--- src/rtl/decoder_stream_pkg.sv ---
// Shared types, code constants and the code-to-line decode used by decoder_stream.
package decoder_stream_pkg;

  typedef enum logic {
    IDLE = 1'b0,
    HOLD = 1'b1
  } state_t;

  localparam logic [1:0] CODE_NONE = 2'd0;
  localparam logic [1:0] CODE_C    = 2'd1;
  localparam logic [1:0] CODE_B    = 2'd2;
  localparam logic [1:0] CODE_A    = 2'd3;

  // Returns {a,b,c}; CODE_NONE is a real symbol that decodes to all-zero lines.
  function automatic logic [2:0] decode3(input logic [1:0] code);
    logic [2:0] lines;
    case (code)
      CODE_A:  lines = 3'b100;
      CODE_B:  lines = 3'b010;
      CODE_C:  lines = 3'b001;
      default: lines = 3'b000;
    endcase
    return lines;
  endfunction

endpackage

--- src/rtl/decoder_stream_if.sv ---
// Code input handshake and decoded-line outputs of decoder_stream, bundled for port lists.
interface decoder_stream_if #(
  parameter int DEPTH = 4
);
  localparam int FILL_W = $clog2(DEPTH) + 1;

  logic              in_valid;
  logic              in_ready;
  logic [1:0]        in_code;
  logic              a;
  logic              b;
  logic              c;
  logic              out_strobe;
  logic              busy;
  logic [FILL_W-1:0] fill;

  modport master (
    output in_valid, in_code,
    input  in_ready, a, b, c, out_strobe, busy, fill
  );

  modport slave (
    input  in_valid, in_code,
    output in_ready, a, b, c, out_strobe, busy, fill
  );
endinterface

--- src/rtl/decoder_stream_code_fifo.sv ---
// Synchronous FIFO for 2-bit codes; push is refused when full even if a pop coincides.
module code_fifo #(
  parameter int DEPTH = 4,
  parameter int WIDTH = 2
) (
  input  logic                     clk,
  input  logic                     rst,
  input  logic                     push,
  input  logic                     pop,
  input  logic [WIDTH-1:0]         din,
  output logic [WIDTH-1:0]         dout,
  output logic                     full,
  output logic                     empty,
  output logic [$clog2(DEPTH):0]   fill
);
  localparam int PTR_W  = $clog2(DEPTH);
  localparam int FILL_W = PTR_W + 1;
  localparam logic [PTR_W-1:0]  PTR_ONE   = PTR_W'(1);
  localparam logic [FILL_W-1:0] FILL_ONE  = FILL_W'(1);
  localparam logic [FILL_W-1:0] FILL_FULL = FILL_W'(DEPTH);

  logic [WIDTH-1:0]  mem_r [DEPTH];
  logic [PTR_W-1:0]  wr_ptr_r;
  logic [PTR_W-1:0]  rd_ptr_r;
  logic [FILL_W-1:0] fill_r;
  logic              push_ok_s;
  logic              pop_ok_s;

  assign full      = (fill_r == FILL_FULL);
  assign empty     = (fill_r == '0);
  assign fill      = fill_r;
  assign dout      = mem_r[rd_ptr_r];
  assign push_ok_s = push && !full;
  assign pop_ok_s  = pop && !empty;

  // Storage array, written only on accepted pushes.
  always_ff @(posedge clk) begin
    if (push_ok_s) begin
      mem_r[wr_ptr_r] <= din;
    end
  end

  // Pointers wrap naturally because DEPTH is a power of two.
  always_ff @(posedge clk) begin
    if (rst) begin
      wr_ptr_r <= '0;
      rd_ptr_r <= '0;
      fill_r   <= '0;
    end else begin
      if (push_ok_s) begin
        wr_ptr_r <= wr_ptr_r + PTR_ONE;
      end
      if (pop_ok_s) begin
        rd_ptr_r <= rd_ptr_r + PTR_ONE;
      end
      case ({push_ok_s, pop_ok_s})
        2'b10:   fill_r <= fill_r + FILL_ONE;
        2'b01:   fill_r <= fill_r - FILL_ONE;
        default: fill_r <= fill_r;
      endcase
    end
  end

endmodule

--- src/rtl/decoder_stream.sv ---
// Replays queued 2-bit codes as one-hot {a,b,c} line patterns, each held HOLD_CYCLES cycles.
module decoder_stream
  import decoder_stream_pkg::*;
#(
  parameter int DEPTH       = 4,
  parameter int HOLD_CYCLES = 4
) (
  input  logic             clk,
  input  logic             rst,
  decoder_stream_if.slave  bus
);
  localparam int CNT_W = (HOLD_CYCLES > 1) ? $clog2(HOLD_CYCLES) : 1;
  localparam logic [CNT_W-1:0] HOLD_LOAD = CNT_W'(HOLD_CYCLES - 1);
  localparam logic [CNT_W-1:0] CNT_ONE   = CNT_W'(1);

  state_t                state_r;
  state_t                state_nxt;
  logic [CNT_W-1:0]      hold_cnt_r;
  logic [CNT_W-1:0]      hold_cnt_nxt;
  logic [2:0]            lines_r;
  logic [2:0]            lines_nxt;
  logic                  strobe_r;
  logic                  strobe_nxt;
  logic                  busy_r;
  logic                  pop_s;
  logic [1:0]            fifo_dout_s;
  logic                  fifo_full_s;
  logic                  fifo_empty_s;
  logic [$clog2(DEPTH):0] fifo_fill_s;

  code_fifo #(
    .DEPTH (DEPTH),
    .WIDTH (2)
  ) u_fifo (
    .clk   (clk),
    .rst   (rst),
    .push  (bus.in_valid),
    .pop   (pop_s),
    .din   (bus.in_code),
    .dout  (fifo_dout_s),
    .full  (fifo_full_s),
    .empty (fifo_empty_s),
    .fill  (fifo_fill_s)
  );

  assign bus.in_ready   = !fifo_full_s;
  assign bus.fill       = fifo_fill_s;
  assign bus.a          = lines_r[2];
  assign bus.b          = lines_r[1];
  assign bus.c          = lines_r[0];
  assign bus.out_strobe = strobe_r;
  assign bus.busy       = busy_r;

  // FSM state register.
  always_ff @(posedge clk) begin
    if (rst) begin
      state_r <= IDLE;
    end else begin
      state_r <= state_nxt;
    end
  end

  // Next-state logic: leave HOLD only when the last cycle ends with nothing queued.
  always_comb begin
    state_nxt = state_r;
    case (state_r)
      IDLE: begin
        if (!fifo_empty_s) state_nxt = HOLD;
        else               state_nxt = IDLE;
      end
      HOLD: begin
        if ((hold_cnt_r == '0) && fifo_empty_s) state_nxt = IDLE;
        else                                    state_nxt = HOLD;
      end
      default: state_nxt = IDLE;
    endcase
  end

  // Output logic: pop and load a fresh symbol whenever the line slot is free.
  always_comb begin
    pop_s        = 1'b0;
    strobe_nxt   = 1'b0;
    lines_nxt    = lines_r;
    hold_cnt_nxt = hold_cnt_r;
    case (state_r)
      IDLE: begin
        if (!fifo_empty_s) begin
          pop_s        = 1'b1;
          strobe_nxt   = 1'b1;
          lines_nxt    = decode3(fifo_dout_s);
          hold_cnt_nxt = HOLD_LOAD;
        end else begin
          lines_nxt    = 3'b000;
          hold_cnt_nxt = '0;
        end
      end
      HOLD: begin
        if (hold_cnt_r != '0) begin
          hold_cnt_nxt = hold_cnt_r - CNT_ONE;
        end else if (!fifo_empty_s) begin
          pop_s        = 1'b1;
          strobe_nxt   = 1'b1;
          lines_nxt    = decode3(fifo_dout_s);
          hold_cnt_nxt = HOLD_LOAD;
        end else begin
          lines_nxt    = 3'b000;
          hold_cnt_nxt = '0;
        end
      end
      default: begin
        lines_nxt    = 3'b000;
        hold_cnt_nxt = '0;
      end
    endcase
  end

  // Registered line, strobe, busy and hold counter.
  always_ff @(posedge clk) begin
    if (rst) begin
      lines_r    <= 3'b000;
      strobe_r   <= 1'b0;
      busy_r     <= 1'b0;
      hold_cnt_r <= '0;
    end else begin
      lines_r    <= lines_nxt;
      strobe_r   <= strobe_nxt;
      busy_r     <= (state_nxt == HOLD);
      hold_cnt_r <= hold_cnt_nxt;
    end
  end

endmodule

--- src/flat_wrapper.sv ---
// flat-port wrapper written by rule: the top's interface ports become plain ports
module decoder_stream_flat import decoder_stream_pkg::*;
#(
  parameter int DEPTH       = 4,
  parameter int HOLD_CYCLES = 4
)
  (clk, rst, bus_in_valid, bus_in_code, bus_in_ready, bus_a, bus_b, bus_c, bus_out_strobe, bus_busy, bus_fill);
  decoder_stream_if #(.DEPTH(DEPTH)) bus_i ();
  input  logic clk;
  input  logic rst;
  input wire logic [$bits(bus_i.in_valid)-1:0] bus_in_valid;
  input wire logic [$bits(bus_i.in_code)-1:0] bus_in_code;
  output wire logic [$bits(bus_i.in_ready)-1:0] bus_in_ready;
  output wire logic [$bits(bus_i.a)-1:0] bus_a;
  output wire logic [$bits(bus_i.b)-1:0] bus_b;
  output wire logic [$bits(bus_i.c)-1:0] bus_c;
  output wire logic [$bits(bus_i.out_strobe)-1:0] bus_out_strobe;
  output wire logic [$bits(bus_i.busy)-1:0] bus_busy;
  output wire logic [$bits(bus_i.fill)-1:0] bus_fill;
  assign bus_i.in_valid = bus_in_valid;
  assign bus_i.in_code = bus_in_code;
  assign bus_in_ready = bus_i.in_ready;
  assign bus_a = bus_i.a;
  assign bus_b = bus_i.b;
  assign bus_c = bus_i.c;
  assign bus_out_strobe = bus_i.out_strobe;
  assign bus_busy = bus_i.busy;
  assign bus_fill = bus_i.fill;
  decoder_stream #(.DEPTH(DEPTH), .HOLD_CYCLES(HOLD_CYCLES)) u_core (.clk(clk), .rst(rst), .bus(bus_i));
endmodule
--- config.mk ---
export PLATFORM = sky130hd
export DESIGN_NAME = decoder_stream_flat
export DESIGN_NICKNAME = d
export VERILOG_FILES = /design/src/rtl/decoder_stream_pkg.sv /design/src/rtl/decoder_stream_if.sv /design/src/rtl/decoder_stream_code_fifo.sv /design/src/rtl/decoder_stream.sv /design/src/flat_wrapper.sv
export SDC_FILE = /design/constraint.sdc
export NUM_CORES = 1
export LEC_CHECK = 0
export BUFFER_PORTS_ARGS = -buffer_cell sky130_fd_sc_hd__buf_2
export CAP_MARGIN = 40
export CORE_MARGIN = 5
export CORE_UTILIZATION = 58
export CTS_BUF_LIST = sky130_fd_sc_hd__clkbuf_16
export DETAILED_ROUTE_END_ITERATION = 10
export PLACE_DENSITY_LB_ADDON = 0.2
export RECOVER_POWER = 100
export SYNTH_ARGS = -nofsm -noshare
export SYNTH_HDL_FRONTEND = slang
export SYNTH_SLANG_ARGS = --single-unit
--- constraint.sdc ---
create_clock -name clk -period 5.9 [get_ports clk]
set_clock_uncertainty 0.1 [all_clocks]
set_input_delay 0.295 -clock clk [delete_from_list [all_inputs] [get_ports clk]]
set_output_delay 0.295 -clock clk [all_outputs]
set_load 0.03 [all_outputs]
==> results.cfg <==
[cts]
numCtsBuffers = 3
clock_path_buffers = 2
hold_buffers = 0
cts_tree = yes
ctsResizeCount = 0
clock-sinks = 24
worstSkewPairLatency_ps = 250
cts-htree-levels = 1
clk_pin_slew_ps = 60
cts_root_buf = clkbuf_16
cts_post_setup_buffers_inserted = 0

[worst_setup_path]
critPathKind = flip-flop to flip-flop
worstRegToRegCells = 8
required_ps = 5980
r2r_slack_ps = 3410
crit_arrival_ps = 2570
r2r-start = u_core.u_fifo.fill[2]
start_kind = flip-flop
crit_path_end_kind = flip-flop
crit_fanout = 10
r2r-end = u_core.u_fifo.fill[2]

[placement]
hpwl_mm = 1.22
port_buffers = 13
gp_congestion = 0.763
placed_area_um2 = 1070

[timing]
max_slew_margin_pct = 57.6
setup_viol = 0
fmax_ghz = 0.402
hold_viol = 0
rsz0062_at_grt = false
worstMarginPinSlew_ps = 630
period_share_pct = 42.2
slew_violations = 0
fin_setup_tns_ps = 0
fin_crit_ps = 2490

[detailed_routing]
routed_wl_mm = 1.75
wl_per_cell_um = 14.4
vias = 687
dr.pass1.iters = 4
drt_iter0_markers = 15
remaining_drc_errors = 0
post_drt_via_cell_ratio = 5.68
final_antenna_net_count = 0

[min_path]
min_to = u_core.u_fifo.mem_r[2][1]
worstHoldPathCells = 1
hold_path.class = input port to flip-flop
hp-start = bus_in_code[1]

[logic_synthesis]
netlist-cell-type-count = 25
async_reset_ff_share_pct = 0
synth_area_um2 = 1000
ys_seq_elements = 24
synth_area_per_cell_um2 = 11.1
ys.flop_type = dfxtp_1
yosysWarnings = 0
yosysSeqAreaShare_pct = 56.1
syn-instance-count = 90
synth_enable_flop_cells = 8
synth_fp_nets = 101

[global_route]
grt-ovfl-total = 0
antenna_found_initial = 0
grt_usage_pct = 15.6
grt_pass1_wl_mm = 2.93
grt_pass1_vias = 657
grt_max_degree = 16

[floorplanning]
die-width_um = 51.5
initial_core_util_pct = 59.2
fp.dieArea_um2 = 2650
die_height_um = 51.5
num_rows = 15
core-area_um2 = 1690
ios = 14

[layout]
post-route-cell-area_um2 = 1140
drive_gt1_share_pct = 7.69
nFillCells = 133
diodes = 0
final_cell_mix = dfxtp_1 (16), a21oi_1 (12), clkbuf_1 (11), inv_1 (8), edfxtp_1 (8)
layout_commonest_cell = dfxtp_1
fin_nets = 116
area_delta_synth_final_pct = 14.0

[pwr]
p_leak_uw = 0.000440
pwr_density_cell_nw_per_um2 = 512
peakVddDrop_mv = 0.293
p_total_uw = 583

[outcome]
status = finished clean

[run]
max-cap-violations = 0
registers in the layout, indices dropped and copies added, names as in the netlist, named ones only:
register	cells
u_core.lines_r	3
u_core.bus.out_strobe	1
u_core.u_fifo.wr_ptr_r	2
u_core.state_r	1
u_core.u_fifo.mem_r	8
u_core.u_fifo.rd_ptr_r	2
u_core.hold_cnt_r	2
u_core.u_fifo.fill	3
routing by layer:
| layer | vias to the layer above | share of wire [%] | track usage (%) |
|---|---|---|---|
| met2 | 18 | 49 | 27.8 |
| met4 | 0 | 1.8 | 8.30 |
| met3 | 5 | 5.4 | 4.87 |
| met5 | - | 0 | 0 |
| li1 | 351 | - | - |
| met1 | 313 | 44 | 16.1 |
per-stage QoR:
step | hold slack (ps) | setup WS [ps] | cells | util (%)
after floorplan | 264 | 3150 | 90 | -
after global placement | 339 | 3560 | 117 | 63.6
after detailed placement | 342 | 3470 | 117 | 63.6
after global routing | 246 | 3320 | 121 | 67.5
after CTS | 163 | 3430 | 121 | 68.3
final | 226 | 3410 | 121 | 67.5
cell type report:
| cell class | instances | area, um^2 | area share, % |
|---|---|---|---|
| clock buffer | 3 | 75.1 | 6.59 |
| clock inverter | 1 | 3.75 | 0.329 |
| inverter | 7 | 26.3 | 2.31 |
| multi-input combinational | 56 | 402 | 35.2 |
| sequential | 24 | 561 | 49.2 |
| tap | 17 | 21.3 | 1.87 |
| timing repair buffer | 13 | 51.3 | 4.50 |
cells by family (layout without fill, tap and decap cells):
family,after synthesis,count (layout),synth area share [%]
buffers and inverters,10,24,3.76
AO/OA/AOI/OAI,20,20,11.4
flip-flops,24,24,56.1
multiplexers,2,2,4.51
XOR/XNOR,2,2,1.75
AND/OR/NAND/NOR,26,26,14.3
adder cells (fa/ha/maj),6,6,8.26
worst max-delay path: stages (launching register included):
cell and delay, ps:
dfxtp_1 400, or3b_2 570, nand2_1 110, ha_1 180, inv_1 60, fa_1 370
xor2_1 160, or3_1 300, a21oi_1 160
cell usage after synthesis (2+ instances only):
library cell	count	area [um^2]
a21o_1	2	15.0
a21oi_1	12	60.1
and3_1	4	25.0
clkbuf_1	2	7.51
dfxtp_1	16	320
edfxtp_1	8	240
ha_1	5	62.6
inv_1	7	26.3
mux4_2	2	45.0
nand2_1	6	22.5
nand3_1	4	20.0
nor2_1	4	15.0
o21ai_0	3	15.0
or3_1	2	12.5
or4b_1	2	20.0
xor2_1	2	17.5
power by group:
group          total [uW]  internal [uW]  leakage [uW]  switching, uW
Clock                 144           90.4     0.0000423           53.6
Combinational         193           70.3      0.000193            123
Sequential            246            214      0.000205           32.6
Total                 583            374      0.000440            209
worst max-delay path by stage:
stage                     slack (ps)  cells after the start                     to                  start
after floorplan                 3150                      9  u_core.u_fifo.fill[2]  u_core.u_fifo.fill[2]
after global placement          3560                      8  u_core.u_fifo.fill[2]  u_core.u_fifo.fill[2]
after detailed placement        3470                      8  u_core.u_fifo.fill[2]  u_core.u_fifo.fill[2]
after CTS                       3430                      8  u_core.u_fifo.fill[2]  u_core.u_fifo.fill[2]
after global routing            3320                      8  u_core.u_fifo.fill[2]  u_core.u_fifo.fill[2]
final                           3410                      8  u_core.u_fifo.fill[2]  u_core.u_fifo.fill[2]
Note: power is estimated with default switching activity, not from simulation.
